===== config.mk =====
export PLATFORM = sky130hd
export DESIGN_NAME = stream_packetizer
export DESIGN_NICKNAME = d
export VERILOG_FILES = /design/src/rtl/stream_packetizer.sv
export SDC_FILE = /design/constraint.sdc
export NUM_CORES = 1
export LEC_CHECK = 0
export BUFFER_PORTS_ARGS = -buffer_cell sky130_fd_sc_hd__buf_2
export CORE_UTILIZATION = 55
export CTS_BUF_LIST = sky130_fd_sc_hd__clkbuf_8
export CTS_CLUSTER_DIAMETER = 120
export DETAILED_ROUTE_END_ITERATION = 6
export GPL_TIMING_DRIVEN = 0
export HOLD_SLACK_MARGIN = 0.15
export PLACE_DENSITY = 0.76
export REMOVE_ABC_BUFFERS = 1
export SLEW_MARGIN = 10
export SYNTH_ARGS = -nofsm -noshare
export SYNTH_HDL_FRONTEND = slang
export SYNTH_SLANG_ARGS = --single-unit

===== constraint.sdc =====
create_clock -name i_clk -period 3.9 [get_ports i_clk]
set_input_delay 0.195 -clock i_clk [delete_from_list [all_inputs] [get_ports i_clk]]
set_output_delay 0.195 -clock i_clk [all_outputs]
set_load 0.1 [all_outputs]

===== src/rtl/stream_packetizer.sv =====
// rtl/stream_packetizer.sv - N-channel sample framer with byte FIFO and UART start/busy pacer.
// Option macro: STREAM_PACKETIZER_CHECKSUM_EN appends a two's-complement checksum byte.
module stream_packetizer #(
    parameter int N_CH            = 4,
    parameter int SAMPLE_WIDTH    = 16,
    parameter int FIFO_ADDR_WIDTH = 6
) (
    input  logic                         i_clk,
    input  logic                         i_rst_n,
    input  logic                         i_en,
    input  logic                         i_strobe,
    input  logic [N_CH*SAMPLE_WIDTH-1:0] i_data,
    input  logic [7:0]                   i_id,
    input  logic [7:0]                   i_div,
    input  logic                         i_clr_overrun,
    input  logic                         i_tx_busy,
    output logic                         o_tx_start,
    output logic [7:0]                   o_tx_byte,
    output logic                         o_busy,
    output logic                         o_overrun
);
    localparam int DW    = N_CH * SAMPLE_WIDTH;
    localparam int P     = DW / 8;
    localparam int DEPTH = 1 << FIFO_ADDR_WIDTH;
    localparam logic [6:0] P_LAST = 7'(P - 1);

    typedef enum logic [2:0] {
        S_IDLE, S_HDR0, S_HDR1, S_ID, S_SEQ, S_PAY
`ifdef STREAM_PACKETIZER_CHECKSUM_EN
        , S_CSUM
`endif
    } state_t;

    state_t                     state;
    logic [DW-1:0]              shadow;
    logic [7:0]                 id_q;
    logic [7:0]                 seq;
    logic [7:0]                 dcnt;
    logic [6:0]                 pay_cnt;
    logic                       tx_wait;
    logic                       pop_q;
    logic [7:0]                 mem [DEPTH];
    logic [FIFO_ADDR_WIDTH:0]   wr_ptr;
    logic [FIFO_ADDR_WIDTH:0]   rd_ptr;
    logic [7:0]                 push_byte;
`ifdef STREAM_PACKETIZER_CHECKSUM_EN
    logic [7:0]                 csum_acc;
`endif

    logic full, empty, push, pop, last_byte, stb, selected, framer_free, accept, drop;

    assign full  = (wr_ptr[FIFO_ADDR_WIDTH] != rd_ptr[FIFO_ADDR_WIDTH]) &&
                   (wr_ptr[FIFO_ADDR_WIDTH-1:0] == rd_ptr[FIFO_ADDR_WIDTH-1:0]);
    assign empty = (wr_ptr == rd_ptr);
    assign push  = (state != S_IDLE) && !full;
    assign pop   = !empty && !i_tx_busy && !tx_wait;

`ifdef STREAM_PACKETIZER_CHECKSUM_EN
    assign last_byte = (state == S_CSUM);
`else
    assign last_byte = (state == S_PAY) && (pay_cnt == P_LAST);
`endif

    // A strobe landing on the edge that writes the final byte is accepted.
    assign stb         = i_strobe && i_en;
    assign selected    = stb && (dcnt == i_div);
    assign framer_free = (state == S_IDLE) || (last_byte && push);
    assign accept      = selected && framer_free;
    assign drop        = selected && !framer_free;

    always_comb begin
        push_byte = 8'hA5;
        case (state)
            S_HDR1: push_byte = 8'h5A;
            S_ID:   push_byte = id_q;
            S_SEQ:  push_byte = seq;
            S_PAY:  push_byte = shadow[DW-1 -: 8];
`ifdef STREAM_PACKETIZER_CHECKSUM_EN
            S_CSUM: push_byte = 8'h00 - csum_acc;
`endif
            default: push_byte = 8'hA5;
        endcase
    end

    always_ff @(posedge i_clk) begin
        if (push) mem[wr_ptr[FIFO_ADDR_WIDTH-1:0]] <= push_byte;
    end

    always_ff @(posedge i_clk or negedge i_rst_n) begin
        if (!i_rst_n) begin
            state      <= S_IDLE;
            shadow     <= '0;
            id_q       <= 8'h00;
            seq        <= 8'h00;
            dcnt       <= 8'h00;
            pay_cnt    <= 7'd0;
            tx_wait    <= 1'b0;
            pop_q      <= 1'b0;
            wr_ptr     <= '0;
            rd_ptr     <= '0;
            o_tx_start <= 1'b0;
            o_tx_byte  <= 8'h00;
            o_busy     <= 1'b0;
            o_overrun  <= 1'b0;
`ifdef STREAM_PACKETIZER_CHECKSUM_EN
            csum_acc   <= 8'h00;
`endif
        end else begin
            if (stb) dcnt <= selected ? 8'h00 : dcnt + 8'h01;

            if (drop)               o_overrun <= 1'b1;
            else if (i_clr_overrun) o_overrun <= 1'b0;

            if (pop) begin
                rd_ptr    <= rd_ptr + 1'b1;
                o_tx_byte <= mem[rd_ptr[FIFO_ADDR_WIDTH-1:0]];
                tx_wait   <= 1'b1;
            end else if (i_tx_busy) begin
                tx_wait   <= 1'b0;
            end
            pop_q      <= pop;
            o_tx_start <= pop_q;

            if (push) begin
                wr_ptr <= wr_ptr + 1'b1;
`ifdef STREAM_PACKETIZER_CHECKSUM_EN
                if (state == S_ID || state == S_SEQ || state == S_PAY)
                    csum_acc <= csum_acc + push_byte;
`endif
                case (state)
                    S_HDR0: state <= S_HDR1;
                    S_HDR1: state <= S_ID;
                    S_ID:   state <= S_SEQ;
                    S_SEQ: begin
                        state   <= S_PAY;
                        pay_cnt <= 7'd0;
                    end
                    S_PAY: begin
                        shadow  <= shadow << 8;
                        pay_cnt <= pay_cnt + 7'd1;
`ifdef STREAM_PACKETIZER_CHECKSUM_EN
                        if (pay_cnt == P_LAST) state <= S_CSUM;
`endif
                    end
                    default: state <= state;
                endcase
                if (last_byte) begin
                    seq    <= seq + 8'h01;
                    state  <= S_IDLE;
                    o_busy <= 1'b0;
                end
            end

            if (accept) begin
                shadow   <= i_data;
                id_q     <= i_id;
                state    <= S_HDR0;
                o_busy   <= 1'b1;
`ifdef STREAM_PACKETIZER_CHECKSUM_EN
                csum_acc <= 8'h00;
`endif
            end
        end
    end
endmodule

Word-level counts from Yosys, hierarchy flattened
Memories as Yosys holds them, arrays and structs flattened. A register that Yosys moved wholly into a read port is not among the register bits. Cells that the tools add are included.

Reductions and logical operators: 31. Eq/ne operators: 10. $add $sub $neg: 5. Muxes and demuxes: 19.

Operators with widths (count): $mux 64 (3); $pmux 8 s4 (1); $add 7x1->7 const B (3); $add 8x1->8 const B (2); $pmux 7 s2 (1); $pmux 3 s4 (1); $reduce_bool 2->1 (6); $logic_and 1x1->1 (10); $reduce_and 2->1 (5); $mux 1 (9); $mux 3 (3); $eq 8x8->1 (1); $mux 8 (1); $eq 7x3->1 const B (1); $eq 7x7->1 (1); $eq 3x2->1 const B (2); $eq 3x3->1 const B (2); $eq 6x6->1 (1); $logic_not 1->1 (6); $reduce_bool 6->1 (1); $eq 3x1->1 const B (1); $logic_not 3->1 (1); $reduce_bool 3->1 (1); $logic_or 1x1->1 (1); $ne 1x1->1 (1).

Input port bits: 86. Flip-flop bits (word level): 117. Bits in writable memories: 512. Output and inout port bits: 11. Logic and storage cells: 79. Memories kept: 1.

Memory list: mem (depth 64, bits a word 8, read ports 1, clocked after Yosys merged registers in 1, write ports 1, line 42) `logic [7:0] mem [DEPTH];`.

Depth between registers and ports, before layout
Gate-level depths: netlist of run 1.

Depth in word-level cells: 9. Gate-level depth with buffers: 10. Depth with buffers taken out: 6.

Least setup slack after synthesis of run 1
No wires, ideal clock.

Kind: register to register. From: register state[0]. To: memory mem[0][1] (data pin). Period minus slack after synthesis: 3.440 ns. Setup slack: 0.460 ns. Arrival time: 2.888 ns. Setup time: 0.553 ns. Stages on the path, launching flop included: 5. Cells stage by stage: dfrtp_1 clkbuf_1 clkbuf_1 mux2i_1 o22ai_1.

Word-level cells in the longest chain between the ends: 2.

Ends and longest elaborated chain: start, declared (line 34) `state_t state;`; start signal, assigned (line 145) `default: state <= state;`; $eq 3x3->1 or $eq 3x2->1 (tied branches) (line 73) `case (state)`; $pmux 8 s4 * (line 73); net push_byte[1] (line 45) `logic [7:0] push_byte;`; end, declared (line 42).

The timed path passes the listed nets; every way through them passes the cells marked *.

Worst setup path in the final report of run 1
From: register rd_ptr[0]. To: memory mem[14][6] (enable).

Word-level cells in the longest chain between the ends: 6.

Ends and longest elaborated chain: start, declared (line 44) `logic [FIFO_ADDR_WIDTH:0] rd_ptr;`; start signal, assigned (line 115) `rd_ptr <= rd_ptr + 1'b1;`; $eq 6x6->1 (line 53) `(wr_ptr[FIFO_ADDR_WIDTH-1:0] == rd_ptr[FIFO_ADDR_WIDTH-1:0]);`; $logic_and 1x1->1 (line 52) `assign full = (wr_ptr[FIFO_ADDR_WIDTH] != rd_ptr[FIFO_ADDR_WIDTH]) &&`; $logic_not 1->1 (line 55) `assign push = (state != S_IDLE) && !full;`; $logic_and 1x1->1 (line 55); $mux 1 (line 86) `if (push) mem[wr_ptr[FIFO_ADDR_WIDTH-1:0]] <= push_byte;`; $mux 1 (not written as such) (line 86).

Every way passes these cells.

==> metrics.log, run 1 <==
INFO  metric synthDominantAreaCellType = sky130_fd_sc_hd__edfxtp_1
INFO  metric max-cap-violations = 0
INFO  metric synthTopCellsByArea = sky130_fd_sc_hd__edfxtp_1 (59%), sky130_fd_sc_hd__dfrtp_1 (12%), sky130_fd_sc_hd__mux4_2 (9.1%)
INFO  metric p_clk_frac = 0.244
INFO  metric drive_gt1_frac = 0.268
INFO  metric detail_route.iter0.violations = 1972
INFO  metric area.growth.synth_to_final = 17.2%
INFO  metric netlist_area = 26200 um^2
INFO  metric critPathLaunch = rd_ptr[0]$_DFFE_PN0P_
INFO  metric start_kind = register
INFO  metric result_of_the_run = finished with violations
INFO  metric ctsLongestPathBuffers = 3
INFO  metric r2r-start = rd_ptr[0]$_DFFE_PN0P_
INFO  metric worst_slack = -0.0330 ns
INFO  metric violated_checks = DRC, setup timing
INFO  metric first_global_vias = ~16000
INFO  metric achievable_freq = 0.254 GHz
INFO  metric setup.worst_path.end_class = register
INFO  metric min-delay-start = i_div[6]
INFO  metric synth.yosys.warnings = 0
INFO  metric worst_ep_required_time = 4.20 ns
INFO  metric number_of_buffer_cells_added_on_primary_ports = 96
INFO  metric finalWirelength = ~64000 um
INFO  metric total_routing_usage_reported_by_global_routing = 0.271
INFO  metric vdd_ir_drop_max = 377 uV
INFO  metric synth_async_sr_flop_share = 0.196
INFO  metric finish.net_count = 1877
INFO  metric gr-total-overflow = 0
INFO  metric hold_violations = 0
INFO  metric dpl.hpwl = 37200 um
INFO  metric final.period_utilization = 1.01
INFO  metric setup_viol = 46
INFO  metric grt_antenna_before_repair = 0
INFO  metric chipHeight = 220 um
INFO  metric start_util = 0.559
INFO  metric cts_root_buf = sky130_fd_sc_hd__clkbuf_8
INFO  metric final_slew_viol_count = 0
INFO  metric synth-seq-cells = between 600 and 700
INFO  metric worst-r2r-setup-slack = -0.03 ns
INFO  metric drt-pass1-iter-count = 7
INFO  metric rows = 79
INFO  metric cells_after_synth = 1560
INFO  metric cts_htree_levels = 3
INFO  metric grt_max_degree = 65
INFO  metric worst-r2r-cell-count = 7
INFO  metric synth_edf_count = 512
INFO  metric tritoncts = done
INFO  metric p_comb_frac = 0.325
INFO  metric finalClockSkew = just under 0.04 ns
INFO  metric end_of_the_worst_register_to_register_path = mem[14][6]$_DFFE_PP_
INFO  metric seq_power_share = 0.431
INFO  metric tritoncts_num_sinks = 637
INFO  metric synth_top_cell_area_share = 0.588
INFO  metric timing.critical_path.fanout_max = 44
INFO  metric worst_setup_hold_path_clk_slew = 0.06 ns
INFO  metric synth_top_flop_cell = sky130_fd_sc_hd__edfxtp_1
INFO  metric cts_inserted_buffers = 99
INFO  metric wire_per_inst = around 26 um
INFO  metric power = 0.0219 W
INFO  metric p_sw = 0.00779 W
INFO  metric core_region_area = 46800 um^2
INFO  metric p_leak = 11.0 nW
INFO  metric num_antenna_cells = 0
INFO  metric critical_path.cell_chain = buf_16 > buf_16 > xor2_1 > nor4_4 > a21oi_1 > nand2_1 > nor2_2
INFO  metric sw_frac_of_total = 0.355
INFO  metric cp_slowest_stage_delay = 0.70 ns
INFO  metric clk_latency = 0.70 ns
INFO  metric die-area = 48400 um^2
INFO  metric setup.worst_path.class = register to register
INFO  metric gp_congestion = between 0.8 and 0.9
INFO  metric pwr_density_cell = 715 nW/um^2
INFO  metric grt_first_pass_wirelength = 95800 um
INFO  metric rsz0062_at_grt = true
INFO  metric setup_total_negative_slack = -0.588 ns
INFO  metric timing_worst_slew_pin_value = around 1.2 ns
INFO  metric internal_power = 0.0141 W
INFO  metric period_minus_slack = approximately 3.9 ns
INFO  metric finish.cell_count_without_fillers = 2476
INFO  metric worst_path_most_repeated_cell = sky130_fd_sc_hd__buf_16
INFO  metric die_w = 220 um
INFO  metric worst_ep_arrival_time = 4.24 ns
INFO  metric max_slew_margin = 0.220
INFO  metric synth_cell_types = 63
INFO  metric seq_area_frac_synth = 0.707
INFO  metric hold_crit_path_type = input port to register
INFO  metric detail-route-antenna-nets = 0
INFO  metric dp_cells = 2196
INFO  metric mean_number_of_vias_per_cell = 6.28
INFO  metric boundaryPins = 97
INFO  metric critical_path.slowest_cell = sky130_fd_sc_hd__nor2_2
INFO  metric timing.critical_path.to = mem[14][6]$_DFFE_PP_
INFO  metric syn_avg_cell_area = 16.8 um^2
INFO  metric routed-via-count = 15600
INFO  metric remaining_drc_errors = 6
## worst max-delay path, delay by kind of cell (launching register included)
kind / cells / cell delay, ns
AO/OA/AOI/OAI: 1 / 0.33
XOR/XNOR: 1 / 0.36
buffers and inverters: 2 / 0.64
flip-flops: 1 / 0.69
AND/OR/NAND/NOR: 3 / 1.46
## kinds of logic after synthesis
family                     after synthesis  synth area share
adders and majority gates                5           0.00239
muxes                                  217             0.136
xor gates and xnor gates                41            0.0137
AOI/OAI and AO/OA                      186            0.0521
buffers and inverters                  139            0.0247
DFF                                    637             0.707
and+or+nand+nor                        335            0.0634
## layer usage
metal,vias up,routed length [um],share of wire,GRT usage
met5,-,0,0,0
met4,0,2220,0.035,0.103
met3,155,6160,0.097,0.0690
met2,898,31100,0.49,0.445
met1,7881,24100,0.38,0.350
li1,6619,-,-,-
## cell usage in the layout (no fill, tap or decap), types with 10 or more instances in the layout
cell / n
sky130_fd_sc_hd__nand3_1: 101
sky130_fd_sc_hd__edfxtp_1: 512
sky130_fd_sc_hd__nor2_2: 44
sky130_fd_sc_hd__a22o_1: 19
sky130_fd_sc_hd__mux2_2: 46
sky130_fd_sc_hd__xnor2_1: 24
sky130_fd_sc_hd__a22oi_1: 18
sky130_fd_sc_hd__a31oi_1: 10
sky130_fd_sc_hd__mux4_2: 106
sky130_fd_sc_hd__dfrtp_1: 120
sky130_fd_sc_hd__o21ai_0: 17
sky130_fd_sc_hd__a221oi_1: 10
sky130_fd_sc_hd__clkbuf_8: 116
sky130_fd_sc_hd__and2_1: 10
sky130_fd_sc_hd__buf_12: 11
sky130_fd_sc_hd__dlygate4sd3_1: 82
sky130_fd_sc_hd__nor2_1: 46
sky130_fd_sc_hd__buf_16: 12
sky130_fd_sc_hd__buf_2: 95
sky130_fd_sc_hd__a21oi_1: 15
sky130_fd_sc_hd__inv_1: 86
sky130_fd_sc_hd__nor2b_1: 13
sky130_fd_sc_hd__nand2_1: 51
sky130_fd_sc_hd__mux2i_1: 60
sky130_fd_sc_hd__clkinv_1: 17
sky130_fd_sc_hd__xor2_1: 17
sky130_fd_sc_hd__o211ai_1: 41
## stage by stage
| stage | utilization | hold WS, ns | cell area [um^2] | setup WS [ns] |
|---|---|---|---|---|
| CTS | 0.654 | 0.158 | 30600 | -0.0295 |
| detailed placement | 0.590 | 0.234 | 27600 | -0.687 |
| global placement | 0.576 | 0.333 | 26900 | -6.97 |
| floorplan | - | -0.101 | 25700 | -3.45 |
| global route | 0.656 | 0.215 | 30700 | -0.215 |
| finish | 0.656 | 0.214 | 30700 | -0.0330 |
## cell type report
type	instances	area, um^2
Clock buffer	116	1600
Clock inverter	68	314
Fill cell	3058	16100
Inverter	49	188
Multi-Input combinational cell	786	7320
Sequential cell	637	18500
Tap cell	607	759
Timing Repair Buffer	212	1950
Timing Repair inverter	1	7.51
## worst min path at each step
stage,endpoint,cells past startpoint
detailed placement,shadow[0]$_DFFE_PN0P_,1
finish,o_overrun$_DFFE_PN0P_,5
CTS,o_overrun$_DFFE_PN0P_,5
global placement,o_tx_start$_DFF_PN0_,0
global route,o_overrun$_DFFE_PN0P_,5
floorplan,dcnt[0]$_DFFE_PN0P_,0
## registers in the layout, indices dropped and copies added, names as in the netlist
register and flops:
mem 512, o_overrun 1, pay_cnt 7, o_tx_start 1, o_busy 1, rd_ptr 7
o_tx_byte 8, state 3, shadow 64, id_q 8, dcnt 8, seq 8
wr_ptr 7, tx_wait 1, pop_q 1
## power groups by stage
stage	combinational, W	sequential [W]	clock [W]
after global routing	0.00746	0.00950	0.00570
after global placement	0.00534	0.00999	0
final	0.00713	0.00944	0.00535
after detailed placement	0.00669	0.00960	0
after floorplan	0.00388	0.0101	0
after CTS	0.00700	0.00943	0.00540
## cells in the mapped netlist, types with 4 or more instances
library cell,n
sky130_fd_sc_hd__o221ai_1,8
sky130_fd_sc_hd__buf_6,7
sky130_fd_sc_hd__a21oi_1,21
sky130_fd_sc_hd__dfrtp_1,125
sky130_fd_sc_hd__xor2_1,17
sky130_fd_sc_hd__or3_1,7
sky130_fd_sc_hd__a221oi_1,10
sky130_fd_sc_hd__mux4_2,106
sky130_fd_sc_hd__o22ai_1,10
sky130_fd_sc_hd__edfxtp_1,512
sky130_fd_sc_hd__nand4_1,6
sky130_fd_sc_hd__a22o_1,19
sky130_fd_sc_hd__xnor2_1,24
sky130_fd_sc_hd__inv_1,46
sky130_fd_sc_hd__mux2_2,46
sky130_fd_sc_hd__o211ai_1,41
sky130_fd_sc_hd__clkbuf_1,35
sky130_fd_sc_hd__o21ai_0,18
sky130_fd_sc_hd__buf_1,10
sky130_fd_sc_hd__buf_4,10
sky130_fd_sc_hd__and3_1,4
sky130_fd_sc_hd__or2_2,5
sky130_fd_sc_hd__a211oi_1,7
sky130_fd_sc_hd__nand3_1,101
sky130_fd_sc_hd__mux2_1,5
sky130_fd_sc_hd__nor2_1,96
sky130_fd_sc_hd__nor4_1,7
sky130_fd_sc_hd__and2_1,10
sky130_fd_sc_hd__nand2_1,51
sky130_fd_sc_hd__ha_1,5
sky130_fd_sc_hd__nor3_1,6
sky130_fd_sc_hd__or4_1,4
sky130_fd_sc_hd__nand2b_1,4
sky130_fd_sc_hd__buf_2,28
sky130_fd_sc_hd__mux2i_1,60
sky130_fd_sc_hd__nor2b_1,13
sky130_fd_sc_hd__a22oi_1,18
sky130_fd_sc_hd__nand3b_1,9
sky130_fd_sc_hd__a31oi_1,10
## what timing repair did
item                                   CTS  global route
gates resized for setup                 44            19
pin swaps                                6             2
setup endpoints to repair              603           494
endpoints found under the hold margin  207             0
gates cloned                             2             1
buffers inserted                        10             0
hold buffers                            83             0
Power figures use the tool's default switching activity.
==> run 2: changes to the inputs <==
--- a/config.mk
+++ b/config.mk
@@ -14,6 +14,7 @@
 export HOLD_SLACK_MARGIN = 0.15
 export PLACE_DENSITY = 0.76
 export REMOVE_ABC_BUFFERS = 1
+export SETUP_SLACK_MARGIN = 0.4
 export SLEW_MARGIN = 10
 export SYNTH_ARGS = -nofsm -noshare
 export SYNTH_HDL_FRONTEND = slang
==> constraint.sdc (replaced) <==
create_clock -name i_clk -period 3.65 [get_ports i_clk]
set_input_delay 0.1825 -clock i_clk [delete_from_list [all_inputs] [get_ports i_clk]]
set_output_delay 0.1825 -clock i_clk [all_outputs]
set_load 0.1 [all_outputs]
==> run 2 against run 1 <==
  * The run ends with DRC left
  * Routed wire length up 3.3%
  * Total power up 9.4%
  * Final area up 1.6%
  * Die area unchanged
  * Flip-flop and latch count unchanged
  * Non-clock buffer count up 20
  * Critical path type unchanged
  * Largest cell class unchanged
==> metrics.log, run 2 (synthesized netlist as in run 1, its figures left out) <==
INFO  metric period_minus_slack = 3.29 ns
INFO  metric gr-total-overflow = 0
INFO  metric violated_checks = DRC
INFO  metric ctsLongestPathBuffers = 3
INFO  metric pwr_density_cell = 770 nW/um^2
INFO  metric start_util = 0.559
INFO  metric worst_ep_required_time = roughly 4.2 ns
INFO  metric max-cap-violations = 0
INFO  metric tritoncts = done
INFO  metric worst_slack = 0.357 ns
INFO  metric drt-pass1-iter-count = 7
INFO  metric worst_ep_arrival_time = 3.84 ns
INFO  metric seq_power_share = 0.415
INFO  metric tritoncts_num_sinks = 637
INFO  metric layout_commonest_cell = sky130_fd_sc_hd__edfxtp_1
INFO  metric area.growth.synth_to_final = 19.1%
INFO  metric setup_viol = 0
INFO  metric worst_setup_hold_path_clk_slew = 0.06 ns
INFO  metric p_comb_frac = 0.346
INFO  metric cts_root_buf = sky130_fd_sc_hd__clkbuf_8
INFO  metric setup.worst_path.end_class = register
INFO  metric largest_reg_flops = 512
INFO  metric achievable_freq = 0.304 GHz
INFO  metric register_area = 18500 um^2
INFO  metric rows = 79
INFO  metric cts_htree_levels = 3
INFO  metric first_global_vias = 16400
INFO  metric post_dp_cell_area = 27600 um^2
INFO  metric finish.net_count = 1897
INFO  metric setup.worst_path.class = register to register
INFO  metric final.hold.worst_slack = 0.239 ns
INFO  metric post-place-ws = -0.937 ns
INFO  metric boundaryPins = 97
INFO  metric dpl.hpwl = 37200 um
INFO  metric grt_first_pass_wirelength = 98600 um
INFO  metric hold_violations = 0
INFO  metric internal_power = 0.0153 W
INFO  metric core_region_area = 46800 um^2
INFO  metric cts_inserted_buffers = 99
INFO  metric filler_cell_count_in_the_final_layout = 2975
INFO  metric clk_latency = 0.70 ns
INFO  metric die_w = 220 um
INFO  metric gp_congestion = roughly 0.8
INFO  metric final_slew_viol_count = 0
INFO  metric p_leak = 11.2 nW
INFO  metric chipHeight = 220 um
INFO  metric multi_input_comb_area = ~7600 um^2
INFO  metric vdd_ir_drop_max = 392 uV
INFO  metric number_of_buffer_cells_added_on_primary_ports = between 90 and 100
INFO  metric final.period_utilization = 0.902
INFO  metric drive_gt1_frac = 0.285
INFO  metric wire_per_inst = 26.3 um
INFO  metric routed-via-count = 15900
INFO  metric hold_crit_path_type = input port to register
INFO  metric p_clk_frac = 0.239
INFO  metric mean_number_of_vias_per_cell = between 6 and 7
INFO  metric p_sw = 0.00866 W
INFO  metric detail_route.iter0.violations = 2151
INFO  metric sw_frac_of_total = 0.361
INFO  metric result_of_the_run = finished with violations
INFO  metric detail-route-antenna-nets = 0
INFO  metric stdcell_area = 31100 um^2
INFO  metric grt_antenna_before_repair = 1
INFO  metric max_slew_margin = 0.223
INFO  metric start_kind = register
INFO  metric finalWirelength = 65700 um
INFO  metric timing.critical_path.fanout_max = 31
INFO  metric die-area = 48400 um^2
INFO  metric total_routing_usage_reported_by_global_routing = 0.279
INFO  metric remaining_drc_errors = 13
INFO  metric grt_max_degree = between 60 and 70
INFO  metric rsz0062_at_grt = true
INFO  metric finalClockSkew = 0.0443 ns
INFO  metric most-common-layout-cells = sky130_fd_sc_hd__edfxtp_1 (512), sky130_fd_sc_hd__dfrtp_1 (119), sky130_fd_sc_hd__clkbuf_8 (116)
INFO  metric timing_worst_slew_pin_value = roughly 1.2 ns
INFO  metric setup_total_negative_slack = 0 ns
## run 2: changes by cell type in the layout (fill, tap and decap cells not counted), sizes merged
cell,previous run,this run
diode,0,2
clkbuf,116,117
buf,130,148
dlygate4sd3,82,83
## run 2: final timing paths
path                                        from                      to  slack [ns]  cells after the start
setup / recovery           rd_ptr[5]$_DFFE_PN0P_  shadow[55]$_DFFE_PN0P_        0.36                      6
hold / removal                          i_div[7]   o_overrun$_DFFE_PN0P_        0.24                      5
setup reg to reg           rd_ptr[5]$_DFFE_PN0P_  shadow[55]$_DFFE_PN0P_        0.36                      6
hold reg to reg                  pop_q$_DFF_PN0_    o_tx_start$_DFF_PN0_        0.35                      0
max in group asynchronous                i_rst_n   rd_ptr[0]$_DFFE_PN0P_        2.61                      4
min in group asynchronous                i_rst_n   rd_ptr[3]$_DFFE_PN0P_        0.69                      4
## run 2: worst max-delay path: stages (launching register included)
cell,delay [ns]
sky130_fd_sc_hd__dfrtp_1,0.92
sky130_fd_sc_hd__xor2_1,0.29
sky130_fd_sc_hd__nor3_4,0.63
sky130_fd_sc_hd__a21oi_2,0.34
sky130_fd_sc_hd__o21ai_4,0.35
sky130_fd_sc_hd__buf_12,0.23
sky130_fd_sc_hd__mux2_2,0.36
## run 2: per-layer routing
layer / track usage / share of wire / up-vias
li1: - / - / 6662
met1: 0.360 / 0.37 / 8014
met2: 0.457 / 0.49 / 1025
met3: 0.0654 / 0.10 / 208
met4: 0.116 / 0.042 / 0
met5: 0 / 0 / -
## run 2: power groups by stage
| stage | registers, W | logic, W | clock network [W] |
|---|---|---|---|
| after global routing | 0.00999 | 0.00865 | 0.00610 |
| after global placement | 0.0106 | 0.00554 | 0 |
| after CTS | 0.00998 | 0.00789 | 0.00577 |
| after detailed placement | 0.0103 | 0.00715 | 0 |
| final | 0.00995 | 0.00829 | 0.00574 |
| after floorplan | 0.0108 | 0.00414 | 0 |
## run 2: per-stage QoR
stage               cells  utilization  total power [W]
global placement     2173        0.576           0.0161
global route         2497        0.666           0.0247
floorplan            1470            -           0.0149
CTS                  2488        0.662           0.0236
detailed placement   2196        0.590           0.0174
finish               2498        0.666           0.0240
## run 2: timing repair
item                       4_1_cts  5_1_grt
setup buffers                   21        7
setup endpoints to repair      620      455
gates resized for setup        108       21
hold endpoints to repair       209        0
cloned                           3        1
hold buffers                    84        0
pin swaps                        8        1
## run 2: cell type report
cell class | instances | share of cell area
antenna | 2 | 0.000161
clock buffer | 116 | 0.0513
clock inverter | 68 | 0.0101
inverter | 49 | 0.00603
multi-input combinational | 786 | 0.244
sequential | 637 | 0.595
timing repair buffer | 232 | 0.0696
tap | 607 | 0.0244
timing repair inverter | 1 | 0.000241
